===== src/rtl/flags_counter_file_if.sv =====
// Bus bundle for the RX/RTR pending-packet counter file.
// The master side drives increments, flushes, reads and pop-ready; the slave side is the counter file.
interface flags_counter_file_if #(
    parameter int ADDR_W = 3,
    parameter int CNT_W  = 3
);
    logic              rx_write_enable;
    logic [ADDR_W-1:0] rx_addr;
    logic              rtr_write_enable;
    logic [ADDR_W-1:0] rtr_addr;
    logic [ADDR_W-1:0] rd_addr;
    logic              rd_flag;
    logic [CNT_W-1:0]  rd_count;
    logic              pend_valid;
    logic [ADDR_W-1:0] pend_addr;
    logic              pend_ready;
    logic              ovf_err;
    logic [ADDR_W-1:0] ovf_addr;

    modport master (
        output rx_write_enable, rx_addr, rtr_write_enable, rtr_addr, rd_addr, pend_ready,
        input  rd_flag, rd_count, pend_valid, pend_addr, ovf_err, ovf_addr
    );

    modport slave (
        input  rx_write_enable, rx_addr, rtr_write_enable, rtr_addr, rd_addr, pend_ready,
        output rd_flag, rd_count, pend_valid, pend_addr, ovf_err, ovf_addr
    );
endinterface


===== src/rtl/flags_counter_file.sv =====
// Per-channel saturating pending-packet counters with flush, combinational read port,
// round-robin valid/ready pop port and a registered overflow pulse.
module flags_counter_file #(
    parameter int NUM_CH = 8,
    parameter int ADDR_W = $clog2(NUM_CH),
    parameter int CNT_W  = 3
) (
    input logic clk,
    input logic rst_n,
    flags_counter_file_if.slave bus
);
    localparam logic [CNT_W-1:0]  CNT_MAX  = '1;
    localparam logic [ADDR_W:0]   NUM_CH_W = (ADDR_W+1)'(NUM_CH);
    localparam logic [ADDR_W-1:0] LAST_CH  = ADDR_W'(NUM_CH - 1);

    logic [CNT_W-1:0]  cnt [NUM_CH];
    logic [NUM_CH-1:0] nz;
    logic [NUM_CH-1:0] sat_hit;
    logic [ADDR_W-1:0] rr_ptr;
    logic [ADDR_W-1:0] ovf_addr_q;
    logic              ovf_q;
    logic [ADDR_W-1:0] pend_addr_c;
    logic              pend_valid_c;
    logic [ADDR_W:0]   scan_sum;
    logic [ADDR_W-1:0] scan_idx;
    logic              pop;
    logic              rd_ok;

    // First non-empty channel starting at rr_ptr, wrapping modulo NUM_CH.
    always_comb begin
        pend_valid_c = 1'b0;
        pend_addr_c  = '0;
        scan_sum     = '0;
        scan_idx     = '0;
        for (int i = 0; i < NUM_CH; i++) begin
            scan_sum = {1'b0, rr_ptr} + (ADDR_W+1)'(i);
            if (scan_sum >= NUM_CH_W) begin
                scan_sum = scan_sum - NUM_CH_W;
            end
            scan_idx = scan_sum[ADDR_W-1:0];
            if (!pend_valid_c && nz[scan_idx]) begin
                pend_valid_c = 1'b1;
                pend_addr_c  = scan_idx;
            end
        end
    end

    assign pop   = pend_valid_c & bus.pend_ready;
    assign rd_ok = ({1'b0, bus.rd_addr} < NUM_CH_W);

    for (genvar g = 0; g < NUM_CH; g++) begin : g_ch
        logic             inc_hit;
        logic             flush_hit;
        logic             pop_hit;
        logic [CNT_W-1:0] cnt_q;

        // Matching g implies the address is in range, so out-of-range writes fall through.
        assign inc_hit   = bus.rx_write_enable  && (bus.rx_addr  == ADDR_W'(g));
        assign flush_hit = bus.rtr_write_enable && (bus.rtr_addr == ADDR_W'(g));
        assign pop_hit   = pop && (pend_addr_c == ADDR_W'(g));

        always_ff @(posedge clk or negedge rst_n) begin
            if (!rst_n) begin
                cnt_q <= '0;
            end else if (flush_hit) begin
                cnt_q <= '0;
            end else if (inc_hit && !pop_hit) begin
                if (cnt_q != CNT_MAX) begin
                    cnt_q <= cnt_q + CNT_W'(1);
                end
            end else if (pop_hit && !inc_hit) begin
                cnt_q <= cnt_q - CNT_W'(1);
            end
        end

        assign cnt[g]     = cnt_q;
        assign nz[g]      = |cnt_q;
        assign sat_hit[g] = inc_hit && !flush_hit && !pop_hit && (cnt_q == CNT_MAX);
    end

    always_ff @(posedge clk or negedge rst_n) begin
        if (!rst_n) begin
            rr_ptr     <= '0;
            ovf_q      <= 1'b0;
            ovf_addr_q <= '0;
        end else begin
            if (pop) begin
                rr_ptr <= (pend_addr_c == LAST_CH) ? '0 : pend_addr_c + ADDR_W'(1);
            end
            ovf_q <= |sat_hit;
            if (|sat_hit) begin
                ovf_addr_q <= bus.rx_addr;
            end
        end
    end

    assign bus.rd_count   = rd_ok ? cnt[bus.rd_addr] : '0;
    assign bus.rd_flag    = rd_ok && nz[bus.rd_addr];
    assign bus.pend_valid = pend_valid_c;
    assign bus.pend_addr  = pend_addr_c;
    assign bus.ovf_err    = ovf_q;
    assign bus.ovf_addr   = ovf_addr_q;
endmodule


===== src/flat_wrapper.sv =====
// flat-port wrapper written by rule: the top's interface ports become plain ports
module flags_counter_file_flat 
#(
    parameter int NUM_CH = 8,
    parameter int ADDR_W = $clog2(NUM_CH),
    parameter int CNT_W  = 3
)
  (clk, rst_n, bus_rx_write_enable, bus_rx_addr, bus_rtr_write_enable, bus_rtr_addr, bus_rd_addr, bus_pend_ready, bus_rd_flag, bus_rd_count, bus_pend_valid, bus_pend_addr, bus_ovf_err, bus_ovf_addr);
  flags_counter_file_if #(.ADDR_W(ADDR_W), .CNT_W(CNT_W)) bus_i ();
  input logic clk;
  input logic rst_n;
  input wire logic [$bits(bus_i.rx_write_enable)-1:0] bus_rx_write_enable;
  input wire logic [$bits(bus_i.rx_addr)-1:0] bus_rx_addr;
  input wire logic [$bits(bus_i.rtr_write_enable)-1:0] bus_rtr_write_enable;
  input wire logic [$bits(bus_i.rtr_addr)-1:0] bus_rtr_addr;
  input wire logic [$bits(bus_i.rd_addr)-1:0] bus_rd_addr;
  input wire logic [$bits(bus_i.pend_ready)-1:0] bus_pend_ready;
  output wire logic [$bits(bus_i.rd_flag)-1:0] bus_rd_flag;
  output wire logic [$bits(bus_i.rd_count)-1:0] bus_rd_count;
  output wire logic [$bits(bus_i.pend_valid)-1:0] bus_pend_valid;
  output wire logic [$bits(bus_i.pend_addr)-1:0] bus_pend_addr;
  output wire logic [$bits(bus_i.ovf_err)-1:0] bus_ovf_err;
  output wire logic [$bits(bus_i.ovf_addr)-1:0] bus_ovf_addr;
  assign bus_i.rx_write_enable = bus_rx_write_enable;
  assign bus_i.rx_addr = bus_rx_addr;
  assign bus_i.rtr_write_enable = bus_rtr_write_enable;
  assign bus_i.rtr_addr = bus_rtr_addr;
  assign bus_i.rd_addr = bus_rd_addr;
  assign bus_i.pend_ready = bus_pend_ready;
  assign bus_rd_flag = bus_i.rd_flag;
  assign bus_rd_count = bus_i.rd_count;
  assign bus_pend_valid = bus_i.pend_valid;
  assign bus_pend_addr = bus_i.pend_addr;
  assign bus_ovf_err = bus_i.ovf_err;
  assign bus_ovf_addr = bus_i.ovf_addr;
  flags_counter_file #(.NUM_CH(NUM_CH), .ADDR_W(ADDR_W), .CNT_W(CNT_W)) u_core (.clk(clk), .rst_n(rst_n), .bus(bus_i));
endmodule

===== config.mk =====
export PLATFORM = sky130hd
export DESIGN_NAME = flags_counter_file_flat
export DESIGN_NICKNAME = d
export VERILOG_FILES = /design/src/rtl/flags_counter_file_if.sv /design/src/rtl/flags_counter_file.sv /design/src/flat_wrapper.sv
export SDC_FILE = /design/constraint.sdc
export NUM_CORES = 1
export LEC_CHECK = 0
export BUFFER_PORTS_ARGS = -buffer_cell sky130_fd_sc_hd__buf_2
export CAP_MARGIN = 20
export CELL_PAD_IN_SITES_DETAIL_PLACEMENT = 1
export CELL_PAD_IN_SITES_GLOBAL_PLACEMENT = 1
export CORE_MARGIN = 3
export CORE_UTILIZATION = 49
export CTS_CLUSTER_DIAMETER = 100
export DETAILED_ROUTE_END_ITERATION = 16
export MAX_ROUTING_LAYER = met4
export PLACE_DENSITY = 0.79
export SETUP_SLACK_MARGIN = 0.02
export SYNTH_ARGS = -nofsm -noshare
export SYNTH_HDL_FRONTEND = slang
export SYNTH_SLANG_ARGS = --single-unit

===== constraint.sdc =====
create_clock -name clk -period 6.1 [get_ports clk]
set_input_delay 0.61 -clock clk [delete_from_list [all_inputs] [get_ports clk]]
set_output_delay 0.61 -clock clk [all_outputs]
set_load 0.02 [all_outputs]

* After elaboration in Yosys (flattened, before gate mapping)
Index checks and enable logic that the tools add are counted.
Storage, ports and cells: register bits after elaboration 31, bits of input ports 14, output and inout port bits 12, word-level logic and storage cells 316
Cells by class: add/subtract/negate cells 32, $lt $le $gt $ge 18, equal/unequal tests 45, muxes and demuxes 78, bitwise operators 2, reduce and logical (&&, ||, !) cells 130
Operators with widths (count):
- $mux W3 | 51
- $logic_and A1 B1 Y1 | 71
- $eq A3 B3 Y1 const B | 20
- $sub A3 B1 Y3 const B | 16
- $lt A3 B4 Y1 const B | 9
- $ge A4 B4 Y1 const B | 8
- $logic_not A1 Y1 | 31
- $add A3 B1 Y3 const B | 9
- $bmux W1 S3 | 9
- $ne A3 B2 Y1 const B | 8
- $ne A3 B3 Y1 const B | 8
- $reduce_bool A3 Y1 | 8
- $reduce_or A3 Y1 | 8
- $eq A3 B2 Y1 const B | 6
- $mux W1 | 17
- $add A3 B3 Y4 const B | 4
- $reduce_and A2 Y1 | 8
- $bmux W3 S3 | 1
- $eq A3 B1 Y1 const B | 3
- $logic_not A3 Y1 | 3
- $add A3 B2 Y4 const B | 2
- $reduce_or A8 Y1 | 1
- $add A3 B1 Y4 const B | 1
- $ge A3 B4 Y1 const B | 1
- other kinds (2) | 2

* Depth between registers and ports, before layout
Gate-level depths: netlist (run 1).
word-level depth 32, depth in mapped cells 23, depth with buffers taken out 21

* Least setup slack after synthesis (run 1)
No wires, ideal clock.
kind reg2reg, start reg u_core.rr_ptr[1], end reg u_core.g_ch[6].cnt_q[2], library setup time 130 ps, arrival time 4687 ps, data required time 5970 ps, slack 1282 ps, stages on the path, launching flop included 22, buffers on the path 2, period minus slack after synthesis 4818 ps, path through dfrtp_1 > buf_4 > clkinv_1 > ha_1 > buf_12 > mux2i_4 > mux4_2 > nor3_2 > or3b_1 > o21ai_0 > a31oi_1 > mux2i_1 > inv_1 > ha_1 > nand2_1 > ha_1 > inv_1 > fa_1 > xnor2_1 > nand2_1 > xor2_1 > nor2_1
Between the ends: word-level cells in the longest chain between the ends 32, elaborated cells between the ends (all ways) 88, classes of those cells 15 x add/sub; 8 x order compare; 2 x eq/ne; 42 x mux; 1 x bitwise; 20 x reduce/logical
Ends and longest elaborated chain:
- from (decl) | line flags_counter_file.sv:19 | logic [ADDR_W-1:0] rr_ptr;
- from (signal assigned) | line flags_counter_file.sv:88 | rr_ptr <= (pend_addr_c == LAST_CH) ? '0 : pend_addr_c + ADDR_W'(1);
- branches (longest 25 deep; another with $add A3 B1 Y4)
- $mux W3 (*) | line flags_counter_file.sv:41 | if (!pend_valid_c && nz[scan_idx]) begin
- named net bus_pend_addr[0] | line flat_wrapper.sv:21 | output wire logic [$bits(bus_i.pend_addr)-1:0] bus_pend_addr;
- $eq A3 B3 Y1 (*) | line flags_counter_file.sv:60 | assign pop_hit = pop && (pend_addr_c == ADDR_W'(g));
- $logic_and A1 B1 Y1 (*) | line flags_counter_file.sv:60
- $logic_not A1 Y1 | line flags_counter_file.sv:67 | end else if (inc_hit && !pop_hit) begin
- $logic_and A1 B1 Y1 | line flags_counter_file.sv:67
- $ne A3 B2 Y1 (no source line), or another cell as far along
- $reduce_and A2 Y1 (no source line) or $mux W3 (tied branches)
- to (signal assigned) | line flags_counter_file.sv:69 | cnt_q <= cnt_q + CNT_W'(1);
- to (signal assigned) | line flags_counter_file.sv:72 | cnt_q <= cnt_q - CNT_W'(1);
- to (decl) | line flags_counter_file.sv:55 | logic [CNT_W-1:0] cnt_q;
Mark *: on every way through the listed nets, which the timed path passes. The select of a mux whose other input is x is not followed. A chain may end at the register's enable or synchronous reset.

* Worst setup path after layout (run 1)
start reg u_core.rr_ptr[1], end reg u_core.g_ch[0].cnt_q[2]
Between the ends: word-level cells in the longest chain between the ends 32, elaborated cells between the ends (all ways) 88, classes of those cells 15 x add/sub; 8 x order compare; 1 x eq/ne; 42 x mux; 1 x bitwise; 21 x reduce/logical
Ends and longest elaborated chain (line):
- branches (longest 27 deep; another with $add A3 B1 Y4)
- $logic_and A1 B1 Y1 (*) | flags_counter_file.sv:60
- $logic_not A1 Y1 | flags_counter_file.sv:67
- $logic_and A1 B1 Y1 | flags_counter_file.sv:67
- $ne A3 B2 Y1 (no source line), or another cell as far along
- $reduce_and A2 Y1 (no source line) or $mux W3 (tied branches)
- to (signal assigned) | flags_counter_file.sv:69
- to (signal assigned) | flags_counter_file.sv:72
- to (decl) | flags_counter_file.sv:55
Every way passes the cells marked *. The select of a mux whose other input is x is not followed.

==> results of run 1 <==
-- metal layers --
layer  track usage  part of all wire
met1         0.360              0.44
met4        0.0830             0.021
met5             -                 0
met3        0.0321             0.035
met2         0.474              0.51
-- synth_stat cells (3+ instances only) --
cell type / number
nand2_1: 35
ha_1: 15
and2_1: 5
nor3_2: 6
nand3b_1: 7
nor3_4: 3
xor2_1: 8
inv_1: 21
a211oi_1: 7
a21o_1: 4
o22ai_1: 4
clkbuf_8: 3
nand3_1: 5
mux2i_1: 12
nor2b_1: 7
a221oi_1: 5
mux4_1: 5
fa_1: 8
clkbuf_1: 4
o21ai_0: 14
nor2_1: 43
and3_1: 6
or3_1: 8
mux4_2: 13
xnor2_1: 10
nand4_1: 3
a21oi_1: 17
dfrtp_1: 31
a22oi_1: 3
nor3_1: 10
mux2_2: 5
a41oi_1: 3
nand2b_1: 10
-- per-stage QoR --
step                worst slack (ns)   util  instances
finish                         0.610  0.543        519
detailed placement             0.496  0.531        511
floorplan                       1.28      -        397
CTS                            0.473  0.543        519
global route                  0.0776  0.543        519
global placement               0.724  0.531        511
-- flip-flops by register name, indices dropped and copies added, names as in the netlist --
signal / cells
u_core.rr_ptr: 3
u_core.bus.ovf_err: 1
u_core.bus.ovf_addr: 3
u_core.g_ch.cnt_q: 24
-- worst max-delay path, stage by stage (launching register included) --
cell and delay [ns]:
dfrtp_1 0.63, clkinv_1 0.35, ha_2 0.68, mux2i_1 0.24, a221oi_1 0.49, a32oi_2 0.18, nor3_2 0.21, or3b_1 0.42
o21ai_0 0.10, a31oi_1 0.06, mux2i_1 0.33, inv_1 0.14, ha_1 0.26, nand2_1 0.10, ha_1 0.20, inv_1 0.08
fa_1 0.43, xnor2_1 0.15, nand2_1 0.08, xor2_1 0.16, nor2_1 0.06
-- cell families after synthesis --
| logic type | Yosys count | share of synthesized area |
|---|---|---|
| AO/OA/AOI/OAI | 86 | 0.183 |
| XOR/XNOR | 18 | 0.0419 |
| adder cells (fa/ha/maj) | 23 | 0.0924 |
| buffers and inverters | 35 | 0.0528 |
| flip-flops | 31 | 0.206 |
| multiplexers | 40 | 0.181 |
| AND/OR/NAND/NOR | 164 | 0.243 |
-- path summary, 6_finish.rpt --
kind | from | to | slack, ns | cells after the start
hold reg to reg | u_core.bus.ovf_addr[1] | u_core.bus.ovf_addr[1] | 0.51 | 1
min in group clk | u_core.bus.ovf_addr[1] | u_core.bus.ovf_addr[1] | 0.51 | 1
setup / recovery | u_core.rr_ptr[1] | u_core.g_ch[0].cnt_q[2] | 0.61 | 20
max in group asynchronous | rst_n | u_core.g_ch[6].cnt_q[1] | 5.24 | 1
hold / removal | rst_n | u_core.g_ch[1].cnt_q[2] | 0.39 | 1
setup reg to reg | u_core.rr_ptr[1] | u_core.g_ch[0].cnt_q[2] | 0.61 | 20
-- area by class of cell --
type / count / area [um^2] / area share
well taps: 99 / 124 / 0.0309
flip-flops and latches: 31 / 776 / 0.194
clock buffers: 6 / 72.6 / 0.0181
multi-input cells: 331 / 2790 / 0.698
repair buffers: 26 / 133 / 0.0331
clock inverters: 2 / 12.5 / 0.00313
inverters: 24 / 92.6 / 0.0231
==> out/qor.yml, run 1 <==
insertion_delay_to_the_later_sink_of_the_worst_skew_pair_ns: 0.28
final_layout_size_suffix_gt1_frac: 0.224
gp_routability_congestion: 0.988
avgSynthCellArea_um2: 9.48
initial_core_util: 0.511
worst_slew_pin_slew_ns: 0.867
grt_util_all_layers: 0.281
drt-wirelength-per-cell_um: 21.7
wirelength_um: 11300
final_net_count: 456
hold_viol_final: 0
width_of_the_die_um: 93.7
cts_tree: "built"
timing.final.setup_violations: 0
mostFrequentLayoutCell: "nor2_1"
unrepaired_setup_endpoints_after_global_routing: "no"
timing.critical_path.from_type: "register"
slew-limit-headroom: 0.418
placement.io_buffers: 25
clockRootBuffer: "clkbuf_8"
cts_sinks: 31
min_path_type: "in2async"
filler_cell_count: 889
synth.largest_area_cell: "dfrtp_1"
std_cell_rows: 31
diodes: 0
crit_required_ns: 6.23
number_of_vias_per_cell_after_detailed_routing: 6.38
core-area_um2: 7370
die_height_um: 93.7
worst_hold_slack_ns: 0.385
outcome: "completed"
dpl_cell_area_um2: 3920
most-common-layout-cells: "43 x nor2_1, 35 x nand2_1, 31 x dfrtp_1, 25 x buf_2, 21 x inv_1"
synth.ff_latch_count: 31
dp_hpwl_um: 9090
fp.dieArea_um2: 8770
antenna_left: 0
critical_path_peak_fanout: 16
critical_path.endpoint_type: "register"
drt_first_pass_iters: 4
fin_skew_ns: 0.00561
post_cts_hold_buffer_count: 0
number_of_standard_cells_after_synthesis: 397
finalMaxSlewViolations: 0
grt_first_pass_wirelength_um: 18500
post_cts_resize_count: 0
cts.path.max_buffers: 2
tritoncts.num_buffers: 5
synth_ff_type: "dfrtp_1"
post_synth_main_area_contributors: "dfrtp_1 21%, mux4_2 7.8%, ha_1 5.0%, nor2_1 4.3%, fa_1 4.3%"
clk_pin_slew_worst_paths_ns: 0.07
post-route-min-period_ns: 5.49
critPathKind: "reg2reg"
ys_async_sr_fraction: 1.00
fmax_ghz: 0.182
first_iteration_detailed_routing_drc_count: 249
cts_post_setup_buffers_inserted: 0
detailroute.via_count: 3310
yosys_warnings: 0
netlist-cell-type-count: 82
num_io_pins: 26
detail_route.drc_violations: 0
timing.critical_path.arrival_ns: 5.62
finalSetupTns_ns: 0
antenna_violations_before_repair: 0
yosysSeqAreaShare: 0.206
maxCapViolCount: 0
cts_max_level: 2
stdcell_area_um2: 4000
pin_count_of_the_biggest_net_entering_global_routing: 32
aggregate_global_routing_overflow: 0
syn-cell-area_um2: 3760
synthDominantCellAreaShare: 0.206
layout_worst_path_cycle_share: 0.900
syn-num-nets: 434
synth_edf_count: 0
areaGrowthSynthToFinish_pct: 6.31
first_global_vias: 3524
Power of run 1 is left out: the tool's default activity adds up to more than one toggle a clock period on the data nets, which glitch-free logic cannot reach.
==> run 2: changes to the inputs <==
- BUFFER_PORTS_ARGS: -buffer_cell sky130_fd_sc_hd__buf_2 -> not set
- CORE_UTILIZATION: 49 -> 50
- DONT_BUFFER_PORTS: not set -> 1
- PLACE_DENSITY: 0.79 -> 0.77
==> run 2 against run 1 <==
  * Routed wire length barely moved
  * Hold slack got worse by 0.37 ns
  * Via count fell by 2.1%
  * Clock-buffer cell count fell by 1
  * Cell count fell by 4.0%
  * Utilization fell by 0.18 points
  * First-iteration DRC count fell by 22%
  * Critical path depth did not move
  * Die area fell by 1.9%
==> out/qor.yml, run 2 (same netlist as run 1, synthesis figures left out) <==
outcome: "completed"
first_global_vias: 3424  # -2.8%
register_with_the_most_flip_flops: "u_core.g_ch.cnt_q"
cts_tree: "built"
insertion_delay_to_the_later_sink_of_the_worst_skew_pair_ns: 0.29  # about the same
final_net_count: 435  # -4.6%
timing.critical_path.from_type: "register"
tritoncts.num_buffers: 5  # unchanged
filler_cell_count: 859  # -3.4%
detail_route.drc_violations: 0  # unchanged
final_layout_size_suffix_gt1_frac: 0.185  # -0.0383
fp.dieArea_um2: 8610  # -1.9%
initial_core_util: 0.516  # +0.00543
finalMaxSlewViolations: 0  # unchanged
std_cell_rows: 31  # unchanged
aggregate_global_routing_overflow: 0  # unchanged
layout_worst_path_cycle_share: 0.919  # +0.0191
dp_hpwl_um: 8860  # -2.5%
placement.io_buffers: 0  # -100%
clockRootBuffer: "clkbuf_8"
first_iteration_detailed_routing_drc_count: 195  # -22%
core-area_um2: 7290  # -1.1%
hold_viol_final: 0  # unchanged
slew-limit-headroom: 0.429  # +0.0110
critical_path_peak_fanout: 16  # unchanged
cts.path.max_buffers: 2  # unchanged
critical_path.endpoint_type: "register"
timing.final.setup_violations: 0  # unchanged
cts_sinks: 31  # unchanged
width_of_the_die_um: 92.8  # -0.94%
die_height_um: 92.8  # -0.94%
post-route-min-period_ns: 5.61  # +0.116 ns
fin_skew_ns: 0.0114  # +0.00584 ns
pin_count_of_the_biggest_net_entering_global_routing: 32  # unchanged
cts_max_level: 2  # unchanged
clk_pin_slew_worst_paths_ns: 0.08  # about the same
grt_first_pass_wirelength_um: 18500  # +0.49%
critPathKind: "reg2reg"
mostFrequentLayoutCell: "nor2_1"
finalSetupTns_ns: 0  # unchanged
timing.critical_path.arrival_ns: 5.77  # +0.15 ns
crit_path_max_incr_delay_ns: 0.68  # about the same
num_io_pins: 26  # unchanged
wirelength_um: 11300  # about the same
largest_register_ffs: 24  # unchanged
maxCapViolCount: 0  # unchanged
crit_chain: "clkinv_1 > ha_2 > mux2i_1 > a221oi_1 > a32oi_2 > nor3_2 > or3b_1 > o21ai_0 > a31oi_1 > mux2i_1 > inv_1 > ha_1 > nand2_1 > ha_1 > inv_1 > fa_1 > xnor2_1 > nand2_1 > xor2_1 > nor2_1"
antenna_left: 0  # unchanged
worst_slew_pin_slew_ns: 0.850  # -0.0163 ns
r2r.worst_path.cells: 20  # unchanged
drt-wirelength-per-cell_um: 22.6  # +4.2%
cpMaxStageDelayCell: "ha_2"
detailroute.via_count: 3242  # -2.1%
diodes: 0  # unchanged
crit_required_ns: 6.26  # +0.03 ns
areaGrowthSynthToFinish_pct: 4.85
gp_routability_congestion: 0.902  # -8.7%
fmax_ghz: 0.178  # -2.1%
grt_util_all_layers: 0.284  # +0.00226
cts_post_setup_buffers_inserted: 0  # unchanged
drt_first_pass_iters: 4  # unchanged
unrepaired_setup_endpoints_after_global_routing: "no"
min_path_type: "in2async"
antenna_violations_before_repair: 0  # unchanged
number_of_vias_per_cell_after_detailed_routing: 6.51  # +2.1%
most-common-layout-cells: "43 x nor2_1, 35 x nand2_1, 31 x dfrtp_1, 21 x inv_1, 17 x a21oi_1"
run 2: cell count changes in the layout (fill, tap and decap cells not counted), sizes merged:
cell | previous run | this run
buf | 26 | 5
bufinv | 0 | 1
clkbuf | 6 | 5
clkinv | 3 | 4
clkinvlp | 1 | 0
run 2: cell type report:
type / instances / area [um^2] / area share
Multi-Input combinational cell: 331 / 2790 / 0.707
Clock inverter: 3 / 43.8 / 0.0111
Clock buffer: 5 / 68.8 / 0.0174
Sequential cell: 31 / 776 / 0.197
Timing Repair Buffer: 5 / 50.0 / 0.0127
Tap cell: 99 / 124 / 0.0314
Inverter: 24 / 92.6 / 0.0235
run 2: final timing paths:
| check | from | to | slack (ns) |
|---|---|---|---|
| worst max-delay path | u_core.rr_ptr[1] | u_core.g_ch[2].cnt_q[2] | 0.49 |
| worst min-delay path | rst_n | u_core.bus.ovf_addr[2] | 0.01 |
| worst max register to register | u_core.rr_ptr[1] | u_core.g_ch[2].cnt_q[2] | 0.49 |
| worst min register to register | u_core.g_ch[0].cnt_q[2] | u_core.g_ch[0].cnt_q[2] | 0.66 |
| max in group asynchronous | rst_n | u_core.g_ch[6].cnt_q[1] | 5.80 |
| min in group clk | bus_rx_addr[0] | u_core.bus.ovf_addr[0] | 0.47 |
run 2: per-stage QoR:
stage / hold WS [ns] / worst slack, ns / util / instances / area, um^2
4_1_cts: 0.00212 / 0.326 / 0.538 / 497 / 3930
6_report: 0.0149 / 0.494 / 0.541 / 498 / 3950
3_3_place_gp: 0.315 / 0.704 / 0.523 / 489 / 3810
5_1_grt: 0.00266 / 0.0325 / 0.541 / 498 / 3950
2_1_floorplan: 0.314 / 1.28 / - / 397 / 3760
3_5_place_dp: 0.315 / 0.362 / 0.523 / 489 / 3810
run 2: worst max-delay path: cells and delay by family, from the launching register on:
kind	cells	cell delay (ns)
mux	2	0.62
fa+ha+maj	4	1.59
compound gates	4	0.83
buf+inv	3	0.56
simple gates	5	0.92
flops	1	0.62
xor+xnor	2	0.33
run 2: what timing repair did:
| action | in CTS | in global routing |
|---|---|---|
| hold buffers | 0 | 1 |
| endpoints found under the setup margin | 0 | 10 |
| endpoints found under the hold margin | 0 | 26 |
| resized for setup | 0 | 1 |
run 2: layer usage:
metal  GRT usage  wire length (um)
met5           -                 0
met4      0.0794               241
met3      0.0309               398
met2       0.473              5650
met1       0.367              4960
Power of run 2 is left out for the same reason.
